`config.mk`:
```
export PLATFORM = sky130hd
export DESIGN_NAME = score_keeper
export DESIGN_NICKNAME = d
export VERILOG_FILES = /design/src/rtl/score_keeper.sv
export SDC_FILE = /design/constraint.sdc
export NUM_CORES = 1
export LEC_CHECK = 0
export ABC_AREA = 1
export ABC_CLOCK_PERIOD_IN_PS = 5480
export CAP_MARGIN = 20
export CORE_MARGIN = 2
export CORE_UTILIZATION = 56
export CTS_CLUSTER_SIZE = 30
export DETAILED_ROUTE_END_ITERATION = 8
export PLACE_DENSITY = 0.91
export SETUP_SLACK_MARGIN = 0.2
export SYNTH_ARGS = -nofsm -noshare
export SYNTH_HDL_FRONTEND = slang
export SYNTH_SLANG_ARGS = --single-unit
```
`constraint.sdc`:
```
create_clock -name CLK -period 5.48 [get_ports CLK]
set_input_delay 1.096 -clock CLK [delete_from_list [all_inputs] [get_ports CLK]]
set_output_delay 1.096 -clock CLK [all_outputs]
set_load 0.01 [all_outputs]
```
`src/rtl/score_keeper.sv`:
```
// -----------------------------------------------------------------------------
// score_keeper
//
// Receiving end of the game controller's score interface. Turns the
// controller's level strobes into single events, keeps a two-digit BCD score
// with saturation at both ends, and tracks a session high score that is
// latched whenever a game ends.
//
// Parameters
//   UP_STEP    BCD points added per scoreUp event      (00..99 BCD)
//   DOWN_STEP  BCD points removed per scoreDown event  (00..99 BCD)
//   MAX_SCORE  BCD saturation ceiling
//
// Ports
//   CLK           in   system clock
//   RST           in   asynchronous, active-low reset
//   scoreUp       in   fish-caught strobe (level, edge-detected here)
//   scoreDown     in   penalty strobe (level, edge-detected here)
//   scoreRst      in   new-game score clear (level, edge-detected here)
//   gameOver      in   end-of-game strobe (level, edge-detected here)
//   currentScore  out  BCD score, [7:4] tens, [3:0] ones
//   highScore     out  BCD session high score
//   newHigh       out  last gameOver produced a new record
//   scoreChanged  out  one-cycle pulse after currentScore changes value
// -----------------------------------------------------------------------------
module score_keeper #(
  parameter logic [7:0] UP_STEP   = 8'h01,
  parameter logic [7:0] DOWN_STEP = 8'h01,
  parameter logic [7:0] MAX_SCORE = 8'h99
) (
  input  logic       CLK,
  input  logic       RST,
  input  logic       scoreUp,
  input  logic       scoreDown,
  input  logic       scoreRst,
  input  logic       gameOver,
  output logic [7:0] currentScore,
  output logic [7:0] highScore,
  output logic       newHigh,
  output logic       scoreChanged
);

  // Bit positions of the four strobes inside the edge-detect vectors.
  localparam int EV_UP   = 0;
  localparam int EV_DOWN = 1;
  localparam int EV_RST  = 2;
  localparam int EV_GO   = 3;

  // Three-digit BCD difference with the final borrow out of the hundreds.
  typedef struct packed {
    logic        borrow;
    logic [11:0] value;
  } bcd3_diff_t;

  // ---------------------------------------------------------------------------
  // BCD helpers. Operands are assumed to hold valid BCD digits.
  // ---------------------------------------------------------------------------

  // Three-digit + two-digit BCD add with decimal carry between digits.
  function automatic logic [11:0] bcd3_add(input logic [11:0] a,
                                           input logic [7:0]  b);
    logic [4:0] d0;
    logic [4:0] d1;
    logic [3:0] d2;
    logic       c0;
    logic       c1;
    d0 = {1'b0, a[3:0]} + {1'b0, b[3:0]};
    c0 = (d0 > 5'd9);
    if (c0) d0 = d0 - 5'd10;
    d1 = {1'b0, a[7:4]} + {1'b0, b[7:4]} + {4'b0, c0};
    c1 = (d1 > 5'd9);
    if (c1) d1 = d1 - 5'd10;
    d2 = a[11:8] + {3'b0, c1};
    return {d2, d1[3:0], d0[3:0]};
  endfunction

  // Three-digit - two-digit BCD subtract with decimal borrow. A negative
  // digit shows up as bit 4 set in the 5-bit working value; adding ten
  // (mod 32) brings it back into 0..9.
  function automatic bcd3_diff_t bcd3_sub(input logic [11:0] a,
                                          input logic [7:0]  b);
    logic [4:0] d0;
    logic [4:0] d1;
    logic [4:0] d2;
    logic       br0;
    logic       br1;
    bcd3_diff_t r;
    d0  = {1'b0, a[3:0]} - {1'b0, b[3:0]};
    br0 = d0[4];
    if (br0) d0 = d0 + 5'd10;
    d1  = {1'b0, a[7:4]} - {1'b0, b[7:4]} - {4'b0, br0};
    br1 = d1[4];
    if (br1) d1 = d1 + 5'd10;
    d2  = {1'b0, a[11:8]} - {4'b0, br1};
    r.borrow = d2[4];
    r.value  = {d2[3:0], d1[3:0], d0[3:0]};
    return r;
  endfunction

  // ---------------------------------------------------------------------------
  // Edge detection
  // ---------------------------------------------------------------------------
  // prev_q holds last cycle's level. armed_q records that the strobe has been
  // seen low at least once since reset, so a level already high when reset is
  // released is not mistaken for a fresh rising edge.
  logic [3:0] strobe_raw;
  logic [3:0] prev_q;
  logic [3:0] armed_q;
  logic [3:0] event_w;

  assign strobe_raw = {gameOver, scoreRst, scoreDown, scoreUp};
  assign event_w    = strobe_raw & ~prev_q & armed_q;

  // NOTE: sequential state uses non-blocking (<=) so every register samples
  // the pre-edge values regardless of statement order.
  always_ff @(posedge CLK or negedge RST) begin
    if (!RST) begin
      prev_q  <= '0;
      armed_q <= '0;
    end else begin
      prev_q  <= strobe_raw;
      armed_q <= armed_q | ~strobe_raw;
    end
  end

  // ---------------------------------------------------------------------------
  // Score arithmetic
  // ---------------------------------------------------------------------------
  // The add is done first into a three-digit intermediate so that a
  // simultaneous up/down pair saturates only on the net result (99+1-1 = 99,
  // not min(100,99)-1 = 98).
  logic [7:0]  score_q;
  logic [7:0]  score_d;
  logic [7:0]  high_q;
  logic [7:0]  high_d;
  logic        new_high_q;
  logic        new_high_d;
  logic        changed_q;
  logic        changed_d;

  logic [7:0]  up_amount;
  logic [7:0]  down_amount;
  logic [11:0] sum3;
  bcd3_diff_t  net3;
  logic [7:0]  arith_score;

  assign up_amount   = event_w[EV_UP]   ? UP_STEP   : 8'h00;
  assign down_amount = event_w[EV_DOWN] ? DOWN_STEP : 8'h00;
  assign sum3        = bcd3_add({4'h0, score_q}, up_amount);
  assign net3        = bcd3_sub(sum3, down_amount);

  // Clamp below at 00 (borrow out) and above at MAX_SCORE (hundreds digit
  // set, or two-digit value past the ceiling). Valid BCD compares correctly
  // as plain binary.
  always_comb begin
    if (net3.borrow) begin
      arith_score = 8'h00;
    end else if ((net3.value[11:8] != 4'h0) || (net3.value[7:0] > MAX_SCORE)) begin
      arith_score = MAX_SCORE;
    end else begin
      arith_score = net3.value[7:0];
    end
  end

  // ---------------------------------------------------------------------------
  // Next-state: scoreRst beats gameOver beats up/down arithmetic.
  // ---------------------------------------------------------------------------
  // NOTE: every output of this block gets a default first, so no path leaves
  // a signal unassigned and no latch is inferred.
  always_comb begin
    score_d    = score_q;
    high_d     = high_q;
    new_high_d = new_high_q;

    if (event_w[EV_RST]) begin
      score_d    = 8'h00;
      new_high_d = 1'b0;
    end else if (event_w[EV_GO]) begin
      if (score_q > high_q) begin
        high_d     = score_q;
        new_high_d = 1'b1;
      end else begin
        new_high_d = 1'b0;
      end
    end else if (event_w[EV_UP] || event_w[EV_DOWN]) begin
      score_d = arith_score;
    end

    // Covers every case uniformly: a clear of a zero score, saturated
    // no-ops and a net-zero up/down pair all leave the value unchanged.
    changed_d = (score_d != score_q);
  end

  always_ff @(posedge CLK or negedge RST) begin
    if (!RST) begin
      score_q    <= 8'h00;
      high_q     <= 8'h00;
      new_high_q <= 1'b0;
      changed_q  <= 1'b0;
    end else begin
      score_q    <= score_d;
      high_q     <= high_d;
      new_high_q <= new_high_d;
      changed_q  <= changed_d;
    end
  end

  assign currentScore = score_q;
  assign highScore    = high_q;
  assign newHigh      = new_high_q;
  assign scoreChanged = changed_q;

endmodule

```
* After elaboration in Yosys (flattened, before gate mapping)
Cells that the tools add are included.
** Storage, ports and cells
- Register bits after elaboration :: 26
- Bits of input ports :: 6
- Output and inout port bits :: 18
** Operators by class
- Bitwise logic cells :: 6
- $lt $le $gt $ge :: 4
- Equal/unequal tests :: 1
- Muxes and demuxes :: 14
- $add $sub $neg :: 11
- Reduce and logical (&&, ||, !) cells :: 5
** Operator list (count)
- two-way mux 8 bit :: 5
- two-way mux 4 bit :: 4
- greater-than comparator 5 x 4 -> 1 bit (second input constant) :: 2
- adder 4 bit (second input constant) :: 2
- AND 4 bit :: 2
- greater-than comparator 8 bit :: 1
- greater-than comparator 8 bit (second input constant) :: 1
- != test 8 bit :: 1
- NOT 4 bit :: 2
- subtractor 4 bit (second input constant) :: 2
- adder 4 x 1 -> 5 bit :: 1
- adder 4 x 1 -> 5 bit (second input constant) :: 1
- adder 5 x 1 -> 5 bit :: 1
- two-way mux 1 bit :: 5
- subtractor 4 x 1 -> 5 bit :: 1
- subtractor 4 x 1 -> 5 bit (second input constant) :: 1
- subtractor 5 x 1 -> 5 bit :: 1
- OR 4 bit :: 1
- nonzero test 4 bit :: 1
- AND reduction 3 bit :: 1
- logical OR 1 bit :: 2
- nonzero test 2 bit :: 1
- subtractor 1 x 1 -> 2 bit :: 1
- NOT 1 bit :: 1

* Depth between registers and ports, before layout
- Depth in word-level cells :: 21
- Gate-level depth with buffers :: 37
- Gate-level depth less buffers :: 37

* Least setup slack after synthesis
No wires, ideal clock.
- Path kind :: input -> register
- Start point :: in scoreUp
- End point :: reg changed_q, in the netlist scoreChanged
- Data arrival time :: 4.654 ns
- Cell stages on the path :: 36
- Required time :: 5.361 ns
- Slack :: 0.708 ns
- Library setup time :: 0.119 ns
- Cell sequence :: nand2_1 -> nor2_1 -> ha_1 -> ha_1 -> inv_1 -> nand3_1 -> nand2_2 -> nand2_2 -> ha_1 -> ha_1 -> xnor2_4 -> nand2_2 -> nand2_2 -> nand2_2 -> xor2_1 -> ha_1 -> inv_1 -> nand2_2 -> nand2_2 -> ha_1 -> inv_1 -> nand4_1 -> nand2_1 -> nand2_1 -> nor2_1 -> nand2_1 -> nand2_2 -> nand2_1 -> nand2_1 -> nand2_2 -> nand2_2 -> nand2_1 -> nand2_1 -> nand2_1 -> nor2_1 -> nand2_1
** Between the ends
- Word-level cells in the longest chain between the ends :: 20
- Elaborated cells on any way between the ends :: 29
- Those cells by class :: 10 x add/sub; 3 x order compare; 1 x eq/ne; 10 x mux; 2 x bitwise; 3 x reduce/logical
** Ends and longest elaborated chain
- from (decl) :: line 33 : input logic scoreUp,
- AND 4 bit (*) (2 in series) :: line 112 : assign event_w = strobe_raw & ~prev_q & armed_q;
- two-way mux 1 bit :: line 147 : assign up_amount = event_w[EV_UP] ? UP_STEP : 8'h00;
- adder 4 x 1 -> 5 bit :: line 67 : d0 = {1'b0, a[3:0]} + {1'b0, b[3:0]};
- greater-than comparator 5 x 4 -> 1 bit :: line 68 : c0 = (d0 > 5'd9);
- adder 5 x 1 -> 5 bit :: line 70 : d1 = {1'b0, a[7:4]} + {1'b0, b[7:4]} + {4'b0, c0};
- subtractor 4 bit or greater-than comparator 5 x 4 -> 1 bit (tied branches) :: line 72, 71
- two-way mux 4 bit :: line 72 : if (c1) d1 = d1 - 5'd10;
- subtractor 4 x 1 -> 5 bit :: line 91 : d1 = {1'b0, a[7:4]} - {1'b0, b[7:4]} - {4'b0, br0};
- [4 not listed]
- logical OR 1 bit :: line 158 : end else if ((net3.value[11:8] != 4'h0) || (net3.value[7:0] > MAX_SCORE)) begin
- two-way mux 8 bit :: line 158
- two-way mux 8 bit :: line 156 : if (net3.borrow) begin
- two-way mux 8 bit (*) :: line 185 : end else if (event_w[EV_UP] || event_w[EV_DOWN]) begin
- two-way mux 8 bit (*) :: line 178 : end else if (event_w[EV_GO]) begin
- two-way mux 8 bit (*) :: line 175 : if (event_w[EV_RST]) begin
- != test 8 bit (*) :: line 191 : changed_d = (score_d != score_q);
- named net changed_d :: line 139 : logic changed_d;
- to (signal assigned) :: line 204 : changed_q <= changed_d;
- to (decl) :: line 138 : logic changed_q;
Mark *: on every way through the listed nets, which the timed path passes. The rest lies on a longest branch.
A chain may end at the register's enable or synchronous reset.

* Worst setup path after layout
Same ends and word-level chain as after synthesis.

==> run_results.csv <==
group,metric,value,unit
outcome,status,"completed",
clock_tree,tritoncts,"yes",
layout,design.final.nets,353,
clock_tree,htreeDepth,1,
synth,mapped_cell_area,0.00204,mm^2
synth,synth_simple_gate_area_share,34.7,%
routing,drtIter0Drc,103,
clock_tree,worst_path_clk_slew,0.13,ns
hold_path,worst_hold_path.num_cells,2,
grt,pin_count_of_the_biggest_net_entering_global_routing,18,
routing,topRoutingLayerUsed,"met4",
synth,synth_compound_gate_area_share,6.25,%
timing,hold-worst-slack,0.456,ns
layout,areaGrowthSynthToFinish,24.1,%
timing,maxSlewViolCount,0,
power,peakVddDrop,0.000293,V
power,power.total,1.21,mW
die,dieHeight,64.4,um
layout,fillCellCount,258,
die,die_w,64.4,um
timing,timing.max_slew.rel_slack,57.1,%
place,io_buffer_count,23,
grt,antenna_found_initial,0,
place,dpl_worst_slack,-0.123,ns
setup_path,crit_path_max_incr_delay,0.28,ns
synth,synth-adder-area-share,12.9,%
layout,multiInputGateArea,0.00121,mm^2
setup_path,critPathMaxFanout,7,
timing,worstMarginPinSlew,0.643,ns
routing,wl_met3,157,um
die,dieArea,0.00415,mm^2
timing,finalCritPeriodShare,85.3,%
timing,achievable-frequency,214,MHz
grt,total_routing_usage_gr,23.2,%
setup_path,rr_worst_depth,36,
synth,synth_enable_flop_cells,0,
synth,synthCells,286,
die,num_rows,21,
timing,timing_hold_violations_final,0,
power,power.density_cell_area,477,mW/mm^2
timing,finalWorstPathRequiredPeriod,4.67,ns
synth,yosys_most_used_dff,"dfrtp_1",
routing,ant_nets,0,
synth,synthesis.yosys.warnings,0,
setup_path,kind_of_start_point_of_the_critical_path,"input pin",
routing,viasPerCell,5.06,
synth,synth.yosys.seq_area_share,31.8,%
synth,synth_xor_xnor_area_share,2.20,%
routing,drt_pre_antenna_iters,4,
clock_tree,cts.sink_count,26,
setup_path,crit_path_end_kind,"flop",
place,post_dp_cell_area,0.00241,mm^2
synth,synth_top_area_cell,"dfrtp_1",
place,gp_routability_congestion,0.837,
power,total_leakage_power,1.35,nW
die,floorplan.io_pins,24,
routing,routed-wl-met2,2300,um
routing,routedWlPerCell,11.7,um
grt,first_global_vias,1844,
clock_tree,cts_inserted_buffers,3,
setup_path,critical_path_class,"input pin to flop",
job,cap_violations,0,
routing,drt_drc_violations_left,0,
synth,yosysMostFrequentCell,"nand2_1",
grt,first_pass_grt_wire_length,7730,um
routing,finalWirelength,4350,um
grt,globalRouteOverflowTotal,0,
synth,synth.area.mux_share,0,%
layout,antenna_cells,0,
synth,synthArstFlopShare,100,%
routing,routed-via-count,1878,
die,core_ar,0.00342,mm^2
synth,postSynthAreaPerCell,7.14,um^2
layout,sequential_cell_area,651,um^2
synth,post_synth_main_area_contributors,"dfrtp_1, nand2_1, ha_1",
die,initial_cell_density_of_the_core,59.8,%
setup_path,crit_slowest_cell,"ha_1",
clock_tree,cts_root_buf,"clkbuf_4",
routing,routedLengthMet1,1850,um
synth,postSynthRegisterBits,26,
synth,yosysTopAreaCellShare,31.8,%
layout,drive_above_1_share,16.6,%
timing,fin_ws,0.806,ns
timing,rsz0062_at_grt,"no",
setup_path,cp_data_required_time,5.70,ns
synth,total_nets_after_synthesis,313,
clock_tree,clock_path_buffers,2,
synth,post_synth_most_frequent_cells,"nand2_1, inv_1, dfrtp_1, nand3_1, ha_1",
timing,fin_worst_skew,0.00528,ns
timing,setup_viol,0,
synth,dominant_combinational_cell_family_by_area_after_synthesis,"simple AND/OR/NAND/NOR gates",
clock_tree,clkLatencyLatePin,0.31,ns
layout,finalCoreUtilization,74.2,%
synth,synthDistinctLibCells,32,
hold_path,hold_path_class,"flop to flop",
setup_path,cp_data_arrival_time,4.89,ns
layout,finish.instance_area,0.00253,mm^2
place,dp_hpwl,3500,um
-- what timing repair did --
action / CTS / global route
hold buffers: 0 / 0
endpoints found under the setup margin: 0 / 8
gates resized for setup: 0 / 14
setup buffers: 0 / 1
-- final timing paths --
| path | startpoint | to | slack, ns |
|---|---|---|---|
| max | scoreUp | scoreChanged | 0.81 |
| min | armed_q[2] | armed_q[2] | 0.46 |
| max reg2reg | armed_q[0] | scoreChanged | 1.37 |
| min reg2reg | armed_q[2] | armed_q[2] | 0.46 |
| max in group asynchronous | RST | highScore[1] | 3.81 |
| min in group asynchronous | RST | scoreChanged | 1.16 |
-- per-stage QoR --
stage	cells	TNS, ns
floorplan	286	0
global placement	364	0
detailed placement	365	-0.123
CTS	369	0
global route	371	0
finish	371	0
-- critical path, delay by kind of cell --
kind	cells	cell delay, ns
buffers and inverters	5	0.34
AND/OR/NAND/NOR	24	1.80
XOR/XNOR	2	0.34
adder cells (fa/ha/maj)	6	1.31
-- flip-flops by register name, indices dropped and copies added, names as in the netlist --
register,flops
prev_q,4
newHigh,1
scoreChanged,1
currentScore,8
highScore,8
armed_q,4
-- report_power, final --
part | switching [mW] | internal, mW
clock | 0.0514 | 0.0405
sequential | 0.0658 | 0.236
combinational | 0.450 | 0.367
total | 0.567 | 0.643
-- cell type report --
class | instances | share of cell area (%)
clock buffers | 4 | 1.43
flip-flops and latches | 26 | 25.7
multi-input cells | 199 | 47.9
well taps | 46 | 2.27
inverters | 57 | 8.49
repair buffers | 39 | 14.2
-- cells by family (layout without fill, tap and decap cells) --
logic type / Yosys count / count (layout)
AND/OR/NAND/NOR: 155 / 155
buffers and inverters: 61 / 100
flip-flops: 26 / 26
adder cells (fa/ha/maj): 21 / 21
AO/OA/AOI/OAI: 20 / 20
XOR/XNOR: 3 / 3
-- cells in the final DEF, fill, tap and decap left out, drive strengths merged, types with 2 or more instances in the layout --
cell type and count:
buf 16, nand2 105, clkinv 3, inv 54, o21ai 11, nand3 27, and2 2, clkbuf 4
nand4 7, ha 21, a21oi 4, nor2 11, clkdlybuf4s50 22, xor2 2, dfrtp 26, nor3 2
-- per-layer routing --
layer,global-route usage [%],up-vias
met4,3.19,0
met2,45.2,35
met5,0,-
met3,3.70,6
met1,26.9,867
li1,-,970
(Power assumes the default switching activity.)
